--- src/rtl/hex_scan_display.sv ---
// Time-multiplexed hex display driver: scans NUM_DIGITS common-anode digits from a tear-free shadow register.
// Optional feature: define HEX_LEADING_ZERO_BLANK_EN to blank digits above the most significant nonzero nibble.
module hex_scan_display #(
    parameter int NUM_DIGITS   = 4,
    parameter int SCAN_DIV     = 12000,
    parameter int BLANK_CYCLES = 16
) (
    input  logic                    CLK,
    input  logic                    RST,
    input  logic [4*NUM_DIGITS-1:0] DATA,
    input  logic                    LOAD,
    output logic                    ACK,
    output logic [6:0]              SEG,
    output logic [NUM_DIGITS-1:0]   COMM,
    output logic                    FRAME
);

    localparam int SW = $clog2(SCAN_DIV);
    localparam int DW = (NUM_DIGITS > 1) ? $clog2(NUM_DIGITS) : 1;
    localparam logic [SW-1:0] SLOT_LAST  = SW'(SCAN_DIV - 1);
    localparam logic [SW-1:0] BLANK_END  = SW'(BLANK_CYCLES);
    localparam logic [DW-1:0] DIGIT_LAST = DW'(NUM_DIGITS - 1);

    // LOAD/ACK handshake: the source holds LOAD and DATA stable until ACK; DATA is
    // taken only on the edge where the digit index wraps to 0, and ACK pulses once
    // in the following cycle. A request not met at a boundary simply stays pending.

    logic [SW-1:0]           slot_q, slot_d;
    logic [DW-1:0]           digit_q, digit_d;
    logic [4*NUM_DIGITS-1:0] shadow_q, shadow_d;
    logic [6:0]              seg_q, seg_d;
    logic [NUM_DIGITS-1:0]   comm_q, comm_d;
    logic                    ack_q, ack_d;
    logic                    frame_q, frame_d;
    logic                    slot_wrap;
    logic                    frame_wrap;
    logic [3:0]              nibble;

    function automatic logic [6:0] hex_to_seg(input logic [3:0] v);
        logic [6:0] s;
        case (v)
            4'h0: s = 7'b1000000;
            4'h1: s = 7'b1111001;
            4'h2: s = 7'b0100100;
            4'h3: s = 7'b0110000;
            4'h4: s = 7'b0011001;
            4'h5: s = 7'b0010010;
            4'h6: s = 7'b0000010;
            4'h7: s = 7'b1111000;
            4'h8: s = 7'b0000000;
            4'h9: s = 7'b0010000;
            4'hA: s = 7'b0001000;
            4'hB: s = 7'b0000011;
            4'hC: s = 7'b1000110;
            4'hD: s = 7'b0100001;
            4'hE: s = 7'b0000110;
            default: s = 7'b0001110;
        endcase
        return s;
    endfunction

`ifdef HEX_LEADING_ZERO_BLANK_EN
    logic [DW-1:0] msd;

    // Digit 0 is never a candidate for blanking, so the search starts at 1.
    always_comb begin
        msd = '0;
        for (int k = 1; k < NUM_DIGITS; k++) begin
            if (shadow_q[4*k +: 4] != 4'h0) msd = DW'(k);
        end
    end
`endif

    always_comb begin
        slot_wrap  = (slot_q == SLOT_LAST);
        frame_wrap = slot_wrap && (digit_q == DIGIT_LAST);
        slot_d     = slot_wrap ? '0 : slot_q + 1'b1;
        digit_d    = digit_q;
        if (slot_wrap) digit_d = (digit_q == DIGIT_LAST) ? '0 : digit_q + 1'b1;
        shadow_d   = shadow_q;
        ack_d      = 1'b0;
        frame_d    = frame_wrap;
        if (frame_wrap && LOAD) begin
            shadow_d = DATA;
            ack_d    = 1'b1;
        end
    end

    always_comb begin
        nibble = '0;
        for (int k = 0; k < NUM_DIGITS; k++) begin
            if (digit_q == DW'(k)) nibble = shadow_q[4*k +: 4];
        end
        seg_d  = 7'b1111111;
        comm_d = '0;
        if (slot_q >= BLANK_END) begin
            comm_d = NUM_DIGITS'(1) << digit_q;
            seg_d  = hex_to_seg(nibble);
`ifdef HEX_LEADING_ZERO_BLANK_EN
            if (digit_q > msd) seg_d = 7'b1111111;
`endif
        end
    end

    always_ff @(posedge CLK) begin
        if (RST) begin
            slot_q   <= '0;
            digit_q  <= '0;
            shadow_q <= '0;
            seg_q    <= 7'b1111111;
            comm_q   <= '0;
            ack_q    <= 1'b0;
            frame_q  <= 1'b0;
        end else begin
            slot_q   <= slot_d;
            digit_q  <= digit_d;
            shadow_q <= shadow_d;
            seg_q    <= seg_d;
            comm_q   <= comm_d;
            ack_q    <= ack_d;
            frame_q  <= frame_d;
        end
    end

    assign SEG   = seg_q;
    assign COMM  = comm_q;
    assign ACK   = ack_q;
    assign FRAME = frame_q;

endmodule

--- config.mk ---
export PLATFORM = sky130hd
export DESIGN_NAME = hex_scan_display
export DESIGN_NICKNAME = d
export VERILOG_FILES = /design/src/rtl/hex_scan_display.sv
export SDC_FILE = /design/constraint.sdc
export NUM_CORES = 1
export LEC_CHECK = 0
export ABC_AREA = 1
export CAP_MARGIN = 20
export CORE_UTILIZATION = 55
export CTS_BUF_LIST = sky130_fd_sc_hd__clkbuf_4
export DETAILED_ROUTE_END_ITERATION = 8
export DONT_BUFFER_PORTS = 1
export PLACE_DENSITY_LB_ADDON = 0.25
export SKIP_CTS_REPAIR_TIMING = 1
export SLEW_MARGIN = 20
export SYNTH_ARGS = -nofsm -noshare
export SYNTH_HDL_FRONTEND = slang
export SYNTH_SLANG_ARGS = --single-unit
--- constraint.sdc ---
create_clock -name CLK -period 3.05 [get_ports CLK]
set_input_delay 0.61 -clock CLK [delete_from_list [all_inputs] [get_ports CLK]]
set_output_delay 0.61 -clock CLK [all_outputs]
set_load 0.02 [all_outputs]
==> impl_metrics.csv <==
group,metric,value,unit
detailed_routing,viasPerCell,4.92,
die,top_level_ports,32,
critical_path,end_kind,"flop",
run,drv_cap,0,
worst_hold_path,min_path_type,"input port to flop",
critical_path,crit_family,"compound AO/OA/AOI/OAI gates",
timing,min_period,2.48,ns
yosys,yosysMostFrequentCell,"nand2_1",
clocking,htreeDepth,2,
detailed_routing,ant_nets,0,
place,hpwlAfterDp,2.98,mm
layout,layout.nets,367,
place,port_buffers,0,
detailed_routing,vias,1904,
global_route,antenna_found_initial,0,
die,die_h,66.4,um
yosys,synth_nets,368,
global_route,grt_max_degree,33,
yosys,synth_top_area_share,39.5,%
detailed_routing,route.detailed.wl_per_inst,10.5,um
die,start_util,57.1,%
die,die_w,66.4,um
timing,timing.setup.tns,0,ns
timing,finalCritPeriodShare,81.3,%
clocking,clock-sinks,45,
power,power,1050,uW
timing,finalHoldViolCount,0,
critical_path,cpMostUsedCell,"nand2_1",
yosys,async_flop_share,0,%
clocking,worstSkewPairLatency,0.36,ns
critical_path,critPathBufInv,2,
layout,syn_to_final_growth,4.93,%
timing,drv_slew,0,
layout,layout-drive-gt1-share,6.53,%
detailed_routing,drc,0,
yosys,synth_cell_types,24,
power,p_per_area,439,mW/mm^2
yosys,synthesis.area,0.00228,mm^2
clocking,clockBufferDepth,2,
yosys,synth_area_leader_cell,"dfxtp_1",
critical_path,max_stage_delay,0.53,ns
yosys,synthCells,337,
critical_path,critPathLaunch,"digit_q[0]$_SDFFE_PP0N_",
detailed_routing,wl,4.08,mm
detailed_routing,dr.pass1.iters,4,
critical_path,start_kind,"flop",
yosys,synthFlopType,"dfxtp_1",
die,num_rows,23,
critical_path,slowest_stage,"a21boi_0",
power,p_leak,0.00108,uW
global_route,grt_pass1_wl,6.83,mm
timing,setup_viol,0,
die,dieArea,0.00441,mm^2
yosys,ys_ff_latch,45,
worst_hold_path,whs_path_depth,1,
critical_path,cp_cell_sequence,"inv_1 > ha_1 > a21oi_1 > nand2_1 > a21boi_0 > inv_1 > ha_1 > nand3_1 > nand3_1 > nand2_1 > nand2_1",
timing,max_freq,403,MHz
global_route,grt-ovfl-total,0,
critical_path,critPathArrivalTime,2.75,ns
timing,clock_skew,0.00712,ns
power,vdd_drop_max,0.000215,V
layout,antenna_cells,0,
yosys,seq_area_frac_synth,39.5,%
critical_path,r2r_start,"digit_q[0]$_SDFFE_PP0N_",
yosys,yosys_warnings,0,
die,core,0.00400,mm^2
run_status,outcome,"completed",
timing,max_slew_margin,54.6,%
yosys,synthTopCellsByCount,"94 x nand2_1, 56 x nor2_1, 45 x dfxtp_1",
timing,rsz0062_at_grt,"no",
yosys,syn_avg_cell_area,6.78,um^2
clocking,clk_pin_slew,0.13,ns
clocking,cts_buffers,5,
global_route,grt_pass1_vias,1578,
critical_path,critPathMaxFanout,8,
clocking,cts_root_buf,"clkbuf_4",
worst_hold_path,hold_start,"RST",
place,place_congestion,0.804,
detailed_routing,drt_iter0_drc,135,
critical_path,path_class,"flop to flop",
critical_path,worstPathRequired,3.32,ns
yosys,synthTopCellsByArea,"dfxtp_1 39%, nand2_1 15%, nor2_1 9.2%, inv_1 6.9%, ha_1 6.6%",
critical_path,cp.depth,11,
clocking,cts_tree,"done",
critical_path,reg2reg_depth,11,
yosys,synth_edf_count,0,
timing,tightest_slew,0.676,ns
global_route,grt_usage,20.5,%
-- registers in the layout, indices dropped and copies added (netlist names) --
signal and cells:
SEG 7, digit_q 2, ACK 1, COMM 4, FRAME 1, slot_q 14
shadow_q 16
-- final timing paths --
kind / to / slack (ns)
setup / recovery: SEG[3]$_SDFF_PP1_ / 0.57
hold / removal: ACK$_SDFF_PP0_ / 0.30
setup reg to reg: SEG[3]$_SDFF_PP1_ / 0.57
hold reg to reg: slot_q[0]$_SDFF_PP0_ / 0.48
-- final cells by class --
cell class / instances / area (um^2)
clock buffers: 5 / 37.5
clock inverters: 3 / 65.1
fillers: 378 / 1600
inverters: 45 / 169
multi-input cells: 238 / 1150
flip-flops and latches: 45 / 901
well taps: 50 / 62.6
repair buffers: 1 / 7.51
-- cell families after synthesis --
logic type      count (synthesis)  synth area share, %
buf+inv                        54                 10.0
simple gates                  204                 39.0
flops                          45                 39.5
compound gates                 22                 4.99
fa+ha+maj                      12                 6.58
-- where the power goes --
part	internal (uW)	leakage [uW]	switching, uW
Combinational	4.77	0.000661	10.6
Clock	254	0.0000552	190
Sequential	591	0.000363	2.78
-- cell usage in the layout, fill, tap and decap left out --
cell type   n
nor4_1      1
or2_2       1
nor3b_1     3
buf_4       1
dfxtp_1    45
nor2_2      1
nand3_2     2
clkinv_2    1
nand3_1    23
nand4_1     5
nand2_2     3
nor3_1     12
nor2_4      2
nand2_1    94
inv_2       3
a31oi_1     1
o21ai_0     2
bufinv_16   2
a21oi_1    18
a21boi_0    1
ha_1       12
clkbuf_4    5
nand3_4     1
inv_1      42
nor2_1     56
-- layer usage --
metal,global-route usage [%],up-vias,routed length [um]
met4,6.38,0,57
met2,30.4,51,1710
met5,0,-,0
met1,28.1,808,2070
met3,6.55,6,244
li1,-,1039,-
-- stage by stage --
stage / hold slack, ns / cells / setup WS (ns) / util (%) / instance area (um^2)
after floorplan: 0.430 / 337 / 0.846 / - / 2280
after global placement: 0.444 / 379 / 0.700 / 57.3 / 2290
after detailed placement: 0.454 / 379 / 0.600 / 57.3 / 2290
after CTS: 0.292 / 387 / 0.580 / 59.9 / 2400
after global routing: 0.272 / 387 / 0.293 / 59.9 / 2400
final: 0.305 / 387 / 0.570 / 59.9 / 2400
Power figures use the tool's default switching activity.
